File: src/rtl/spi_pixel_sequencer.sv
// SPI byte-stream to pixel-buffer sequencer: parses 0xA5/len/GRB frames and 0x5A replays.
// Define SPI_SEQ_CHECKSUM_EN to require a trailing XOR checksum byte after the last pixel.
module spi_pixel_sequencer #(
    parameter int MAX_PIX = 256,
    parameter int AW      = 8
) (
    input  logic          clk,
    input  logic          reset,
    input  logic          ssel_active,
    input  logic [7:0]    rx_data,
    input  logic          rx_valid,
    input  logic          tx_busy,
    output logic          wr_en,
    output logic [AW-1:0] wr_addr,
    output logic [23:0]   wr_data,
    output logic          tx_start,
    output logic [AW:0]   tx_count,
    output logic          frame_done,
    output logic [7:0]    err_cnt
);

    typedef enum logic [2:0] {
        IDLE, LEN, PIX_G, PIX_R, PIX_B, CHK, SHOW, DRAIN
    } state_t;

    state_t        state, state_n;
    logic [AW-1:0] index, index_n;
    logic [AW-1:0] last_idx, last_idx_n;
    logic [AW:0]   n_pix, n_pix_n;
    logic [7:0]    g_byte, g_n;
    logic [7:0]    r_byte, r_n;
    logic [7:0]    chk, chk_n;
    logic          wr_en_n, tx_start_n, frame_done_n;
    logic [AW-1:0] wr_addr_n;
    logic [23:0]   wr_data_n;
    logic [AW:0]   tx_count_n;
    logic [7:0]    err_cnt_n;
    logic          err_inc;

    always_comb begin
        state_n      = state;
        index_n      = index;
        last_idx_n   = last_idx;
        n_pix_n      = n_pix;
        g_n          = g_byte;
        r_n          = r_byte;
        chk_n        = chk;
        wr_en_n      = 1'b0;
        wr_addr_n    = wr_addr;
        wr_data_n    = wr_data;
        tx_start_n   = 1'b0;
        frame_done_n = 1'b0;
        tx_count_n   = tx_count;
        err_inc      = 1'b0;

        case (state)
            IDLE: begin
                if (rx_valid) begin
                    if (rx_data == 8'hA5) begin
                        state_n = LEN;
                    end else if (rx_data == 8'h5A) begin
                        n_pix_n = tx_count;
                        state_n = SHOW;
                    end else begin
                        err_inc = 1'b1;
                        state_n = DRAIN;
                    end
                end
            end
            LEN: begin
                if (rx_valid) begin
                    if (int'(rx_data) >= MAX_PIX) begin
                        err_inc = 1'b1;
                        state_n = DRAIN;
                    end else begin
                        last_idx_n = AW'(rx_data);
                        n_pix_n    = (AW+1)'(rx_data) + (AW+1)'(1);
                        index_n    = '0;
                        chk_n      = rx_data;
                        state_n    = PIX_G;
                    end
                end
            end
            PIX_G: begin
                if (rx_valid) begin
                    g_n     = rx_data;
                    chk_n   = chk ^ rx_data;
                    state_n = PIX_R;
                end
            end
            PIX_R: begin
                if (rx_valid) begin
                    r_n     = rx_data;
                    chk_n   = chk ^ rx_data;
                    state_n = PIX_B;
                end
            end
            PIX_B: begin
                if (rx_valid) begin
                    chk_n     = chk ^ rx_data;
                    wr_en_n   = 1'b1;
                    wr_addr_n = index;
                    wr_data_n = {g_byte, r_byte, rx_data};
                    if (index == last_idx) begin
`ifdef SPI_SEQ_CHECKSUM_EN
                        state_n = CHK;
`else
                        state_n = SHOW;
`endif
                    end else begin
                        index_n = index + AW'(1);
                        state_n = PIX_G;
                    end
                end
            end
            CHK: begin
`ifdef SPI_SEQ_CHECKSUM_EN
                if (rx_valid) begin
                    if (rx_data == chk) begin
                        state_n = SHOW;
                    end else begin
                        err_inc = 1'b1;
                        state_n = DRAIN;
                    end
                end
`else
                state_n = IDLE;
`endif
            end
            SHOW: begin
                // Registered tx_start lands at least one cycle after the final wr_en.
                if (!tx_busy) begin
                    tx_start_n   = 1'b1;
                    frame_done_n = 1'b1;
                    tx_count_n   = n_pix;
                    state_n      = DRAIN;
                end
            end
            DRAIN: begin
                if (!ssel_active) begin
                    state_n = IDLE;
                end
            end
            default: state_n = IDLE;
        endcase

        // Chip-select loss mid-frame overrides whatever the byte decided, after it was consumed.
        if (!ssel_active && (state inside {LEN, PIX_G, PIX_R, PIX_B, CHK})) begin
            state_n = IDLE;
            err_inc = 1'b1;
        end

        err_cnt_n = (err_inc && (err_cnt != 8'hFF)) ? err_cnt + 8'd1 : err_cnt;
    end

    always_ff @(posedge clk) begin
        if (reset) begin
            state      <= IDLE;
            index      <= '0;
            last_idx   <= '0;
            n_pix      <= '0;
            g_byte     <= '0;
            r_byte     <= '0;
            chk        <= '0;
            wr_en      <= 1'b0;
            wr_addr    <= '0;
            wr_data    <= '0;
            tx_start   <= 1'b0;
            frame_done <= 1'b0;
            tx_count   <= '0;
            err_cnt    <= '0;
        end else begin
            state      <= state_n;
            index      <= index_n;
            last_idx   <= last_idx_n;
            n_pix      <= n_pix_n;
            g_byte     <= g_n;
            r_byte     <= r_n;
            chk        <= chk_n;
            wr_en      <= wr_en_n;
            wr_addr    <= wr_addr_n;
            wr_data    <= wr_data_n;
            tx_start   <= tx_start_n;
            frame_done <= frame_done_n;
            tx_count   <= tx_count_n;
            err_cnt    <= err_cnt_n;
        end
    end

endmodule

File: config.mk
export PLATFORM = sky130hd
export DESIGN_NAME = spi_pixel_sequencer
export DESIGN_NICKNAME = d
export VERILOG_FILES = /design/src/rtl/spi_pixel_sequencer.sv
export SDC_FILE = /design/constraint.sdc
export NUM_CORES = 1
export LEC_CHECK = 0
export ABC_AREA = 1
export CAP_MARGIN = 5
export CORE_ASPECT_RATIO = 0.9
export CORE_MARGIN = 1
export CORE_UTILIZATION = 48
export CTS_CLUSTER_DIAMETER = 80
export CTS_CLUSTER_SIZE = 8
export DETAILED_ROUTE_END_ITERATION = 12
export GPL_TIMING_DRIVEN = 1
export HOLD_SLACK_MARGIN = 0.03
export PLACE_DENSITY_LB_ADDON = 0.2
export SYNTH_ARGS = -nofsm -noshare
export SYNTH_HDL_FRONTEND = slang
export SYNTH_SLANG_ARGS = --single-unit
File: constraint.sdc
create_clock -name clk -period 1.6 [get_ports clk]
set_clock_uncertainty 0.15 [all_clocks]
set_input_delay 0.32 -clock clk [delete_from_list [all_inputs] [get_ports clk]]
set_output_delay 0.32 -clock clk [all_outputs]
set_load 0.05 [all_outputs]
# Yosys cells after proc, flatten, opt, wreduce, memory -nomap -nowiden
# Index checks and enable logic that the tools add are counted.
[word_totals] reg_bits=95 latch_bits=0 ram_bits=0 rom_bits=0 inputBits=13 output_inout_bits=52 word_cells=84 n_memories=0
[op_classes] n_addsub=3 n_mul=0 div_mod_pow=0 n_lt_le_gt_ge=0 n_eq_ne=21 shift=0 mux=27 n_bitwise=3 reduce_logical=18
[op_table] op="9-bit two-way mux" count=4
[op_table] op="3-bit two-way mux" count=9
[op_table] op="8-bit two-way mux" count=3
[op_table] op="3-bit one-hot mux with 8 select lines" count=1
[op_table] op="2-bit != test (second input constant)" count=10
[op_table] op="9-bit one-hot mux with 2 select lines" count=1
[op_table] op="8-bit by 1-bit adder with 8-bit output (second input constant)" count=2
[op_table] op="8-bit one-hot mux with 2 select lines" count=1
[op_table] op="3-bit equality test (second input constant)" count=4
[op_table] op="2-bit AND reduction" count=5
[op_table] op="8-bit by 1-bit adder with 9-bit output (second input constant)" count=1
[op_table] op="8-bit by 7-bit equality test with 1-bit output (second input constant)" count=1
[op_table] op="8-bit equality test" count=1
[op_table] op="8-bit equality test (second input constant)" count=1
[op_table] op="1-bit two-way mux" count=8
[op_table] op="8-bit != test (second input constant)" count=1
[op_table] op="7-bit AND reduction" count=1
[op_table] op="3-bit by 2-bit equality test with 1-bit output (second input constant)" count=2
[op_table] op="2-bit OR reduction" count=3
[op_table] op="5-bit AND reduction" count=1
[op_table] op="5-bit nonzero test" count=1
[op_table] op="4-bit AND reduction" count=1
[op_table] op="2-bit nonzero test" count=2
[op_table] op="3-bit by 1-bit equality test with 1-bit output (second input constant)" count=1
[op_table] op="other kinds (4)" count=7

# Logic depth before layout (Yosys ltp)
# Gate-level depths: netlist (run 1).
[logic_depth] word_depth=7 depth_mapped=12 depth_no_buf=12

# Least setup slack after synthesis (run 1)
# No wires, ideal clock.
[synth_timing] path_kind="reg2reg" from="register err_cnt[0]" to="register err_cnt[6]" setup_ns=0.070 t_arrival_ns=1.693 t_required_ns=1.380 slack_ns=-0.313 path_stages_with_launch=8 n_path_buf=0 synth_period_minus_slack_ns=1.913 path_cell_list="dfxtp_1 -> ha_1 -> nand4_1 -> inv_1 -> nand3_2 -> nand2_4 -> nand2_1 -> a21oi_1"
[synth_between] elab_chain_cells=2 word_cells_on_any_way=3 classes_between="1 x add/sub; 1 x eq/ne; 1 x reduce/logical"
[synth_rtl] element="start, declared" line_no="19" source="output logic [7:0] err_cnt"
[synth_rtl] element="start signal, assigned" line_no="186" source="err_cnt <= err_cnt_n;"
[synth_rtl] element="parallel branches: the longest is 2 deep, another holds 8-bit by 1-bit adder with 8-bit output"
# Parallel ways; which one is timed is not known.
# A chain may end at the register's enable or synchronous reset.

# Final worst setup path (run 1)
[layout_timing] from="register state[1]" to="register state[0]"
[layout_between] elab_chain_cells=4 word_cells_on_any_way=20 classes_between="14 x eq/ne; 1 x mux; 5 x reduce/logical"
[layout_rtl] element="start, declared" line_no="26" source="state_t state, state_n;"
[layout_rtl] element="start signal, assigned" line_no="173" source="state <= state_n;"
[layout_rtl] element="3-bit by 1-bit equality test with 1-bit output (tied with other cells)" line_no="56, 148"
[layout_rtl] element="5-bit nonzero test" line_no="148" source="if (!ssel_active && (state inside {LEN, PIX_G, PIX_R, PIX_B, CHK})) begin"
[layout_rtl] element="1-bit logical AND" line_no="148"
[layout_rtl] element="2-bit OR reduction (no source line)"
# Several ways; a longest one is shown, not always the timed one.

==> qor.txt, run 1 <==
Slowest cell delay on critical path: 0.39 ns
Final instance area: 0.006417 mm²
Flop pwr share: 43.9%
Min Tclk post-route: 1.669 ns
Startpoint Class: flop
Root buf cell: clkbuf_8
Cells after Synth: 531
Slew HR: 79.32%
First-pass GRT wire length: 18.44 mm
Placement Rows: 31
Cell area after synthesis: 0.004190 mm²
Clock buffer count from CTS: 9
Pleak: 2.553 nW
CTS max path bufs: 2
WHS: 0.2560 ns
RD Place Congestion: 0.8892
Power Internal: 3.957 mW
Finish-stage setup viols: 11
Area Overhead vs Synth: 53.15%
Area of the multi-input gates: 0.002188 mm²
Final std cells w/o fill: 769
Sequential Area: 0.001939 mm²
DR vias: 4245
Post-Syn Nets: 549
Syn avg cell area: 7.891 µm²
Post-synthesis sequential area ratio: 45.39%
Vias in the first global route: 3877
Die X: 100.5 µm
CTS tree: built
RSZ-0062 raised after global routing: yes
Yosys warnings: 0
Pre-CTS setup slack: -0.6803 ns
Nets@finish: 667
Die Y-Extent: 90.64 µm
PnR worst setup slack: -0.06864 ns
Initial antenna violation count: 0
CTS H-Tree Depth: 3
WP data arrival: 1.83 ns
Busiest grt layer: met2
Failing checks: setup timing
Post-synthesis cell type count: 38
GR Layer Usage met1: 31.89%
Post-DR vias/cell: 5.520
Skew-Pair Late Insertion Delay: 0.37 ns
Cells along the critical path: nor2_4 > inv_4 > nor2_4 > inv_2 > o211ai_4 > nand2_1 > a21oi_1 > a21boi_2
Antenna Violating Nets Remaining: 0
Global Route Usage Sum: 25.72%
Max FO, Critical Path: 4
Fmax: 0.5993 GHz
Count of final hold-check violations: 0
CTS clock-pin slew for the worst setup and hold paths: 0.10 ns
Logic pwr share: 28.6%
Fill cells: 508
Wire length per cell: 16.99 µm
Switching share of power: 34.24%
Worst slew pin tran: 0.3098 ns
Setup TNS: -0.4246 ns
Hold crit path type: in2reg
PortBufs: 64
Dpl hpwl: 7.603 mm
Core Region: 0.008262 mm²
Net switching power of the design: 2.060 mW
Die ar.: 0.009108 mm²
Initial core utilization: 50.72%
Reg2Reg Depth: 8
Area share of the largest cell type after synthesis: 45.39%
First-pass DRT Iterations: 5
1st-iter DRT viols: 345
Clock sink count: 95
Post-DP Area: 0.005801 mm²
# diodes: 0
Gr ovfl total: 0
Crit path top cell by count: nor2_4
CP required: 1.76 ns
Met3 Usage GRT: 5.263%
Placed insts: 733
Crit path capture type: flop
Synth area leaders: dfxtp_1, a21oi_1, nand2_1, o21ai_0, inv_1
DRC: 0
Met2 Usage GRT: 42.87%
Slowest-stage cell, CP: dfxtp_4
Max Cap Viol: 0
Pwr per Cell Area: 937.5 mW/mm²
Yosys top cell by area: dfxtp_1
Kind of critical path: reg2reg
Max rail drop VDD: 0.9124 mV
Fraction of layout instances using a drive strength above 1: 35.17%
Largest net degree at the start of global routing: 46
Clock share of power: 27.6%
Synth Register Bits: 95
Pins Over Slew Limit: 0
Post-Route WL: 13.07 mm
IO Count: 65
Final period util: 104.3%
Worst hold stages: 3
Status: complete, but fails checks
-- sequential cells by signal, summed over array words and instances, names as in the netlist, 3 cells and up --
name / cells
err_cnt: 8
g_byte: 8
index: 8
last_idx: 8
n_pix: 9
r_byte: 8
state: 3
tx_count: 9
wr_addr: 8
wr_data: 24
-- through the flow --
step           util (%)  total power, mW
2_1_floorplan         -            3.506
3_3_place_gp      70.21            4.012
3_5_place_dp      70.21            4.052
4_1_cts           73.50            5.741
5_1_grt           77.68            6.230
6_report          77.68            6.017
-- cell type report --
| type | count | share of cell area (%) |
|---|---|---|
| clock buffer | 10 | 1.989 |
| clock inverter | 6 | 1.170 |
| timing repair buffer | 128 | 27.47 |
| sequential | 95 | 30.22 |
| multi-input combinational | 373 | 34.10 |
| inverter | 42 | 2.808 |
| tap | 115 | 2.242 |
-- Yosys cell counts (all sizes together) --
master	instances
nand2	119
dfxtp	95
a21oi	94
o21ai	57
inv	41
nor2	28
nand3	26
buf	16
xor2	11
clkbuf	10
xnor2	9
nor3	7
ha	5
nand4	4
o21a	2
a211oi	1
a21boi	1
a31oi	1
clkinv	1
nand3b	1
nor3b	1
o211ai	1
-- logic make-up after synthesis --
logic type	share of synthesized area [%]
AND/OR/NAND/NOR	20.99
adder cells (fa/ha/maj)	1.493
XOR/XNOR	4.180
flip-flops	45.39
buffers and inverters	7.555
AO/OA/AOI/OAI	20.39
-- worst max-delay path: cells and delay by family, from the launching register on --
kind	cells	cell delay (ns)
compound gates	3	0.47
simple gates	3	0.45
flops	1	0.39
buf+inv	2	0.14
-- power by group through the flow --
stage	combinational [mW]	clock [mW]	sequential, mW
finish	1.72	1.66	2.64
global route	1.82	1.76	2.66
CTS	1.43	1.67	2.64
detailed placement	1.37	0	2.68
global placement	1.34	0	2.68
floorplan	0.692	0	2.81
-- per-layer routing --
layer  part of all wire [%]  wire length (µm)
met1                     39              5147
met2                     51              6648
met3                    6.4               840
met4                    3.3               431
met5                      0                 0
-- cells in the final DEF, fill, tap and decap left out, types with 3 or more instances in the layout --
cell               n
o21ai_1            8
nand3_1           21
nand2_4            8
buf_6              3
nor2_1            19
dfxtp_4            7
dfxtp_2            9
nand2_1          100
xor2_1            11
buf_4             52
nand4_1            4
dfxtp_1           79
clkdlybuf4s50_1    5
a21oi_2           14
xnor2_1            7
nor2_2             6
nand3_2            3
nor3_1             4
a21oi_1           80
o21ai_2            5
nand2_2           12
buf_12            59
o21ai_0           43
inv_1             27
dlygate4sd2_1      4
clkbuf_8           9
nand3_4            5
ha_1               5
inv_4              3
inv_6              3
inv_2              8
-- path summary, 6_finish.rpt --
path	startpoint	endpoint	slack [ns]
setup / recovery	state[1]$_SDFFE_PP0P_	state[0]$_SDFFE_PP0P_	-0.07
hold / removal	rx_data[1]	last_idx[1]$_SDFFE_PP0P_	0.26
setup reg to reg	state[1]$_SDFFE_PP0P_	state[0]$_SDFFE_PP0P_	-0.07
hold reg to reg	n_pix[1]$_SDFFE_PP0P_	n_pix[1]$_SDFFE_PP0P_	0.31
-- what timing repair did --
action	4_1_cts	5_1_grt
cloned	2	6
setup endpoints to repair	27	44
hold buffers	0	0
setup buffers	2	10
pin swaps	2	16
resized for setup	19	58
(Power assumes the default switching activity.)
==> inputs of run 2 (changes only) <==
--- a/config.mk
+++ b/config.mk
@@ -14,7 +14,7 @@
 export CTS_CLUSTER_SIZE = 8
 export DETAILED_ROUTE_END_ITERATION = 12
 export GPL_TIMING_DRIVEN = 1
-export HOLD_SLACK_MARGIN = 0.03
+export HOLD_SLACK_MARGIN = 0.02
 export PLACE_DENSITY_LB_ADDON = 0.2
 export SYNTH_ARGS = -nofsm -noshare
 export SYNTH_HDL_FRONTEND = slang
==> results of run 2 <==
Same layout as run 1: the final DEF is identical, and so are final timing and power.
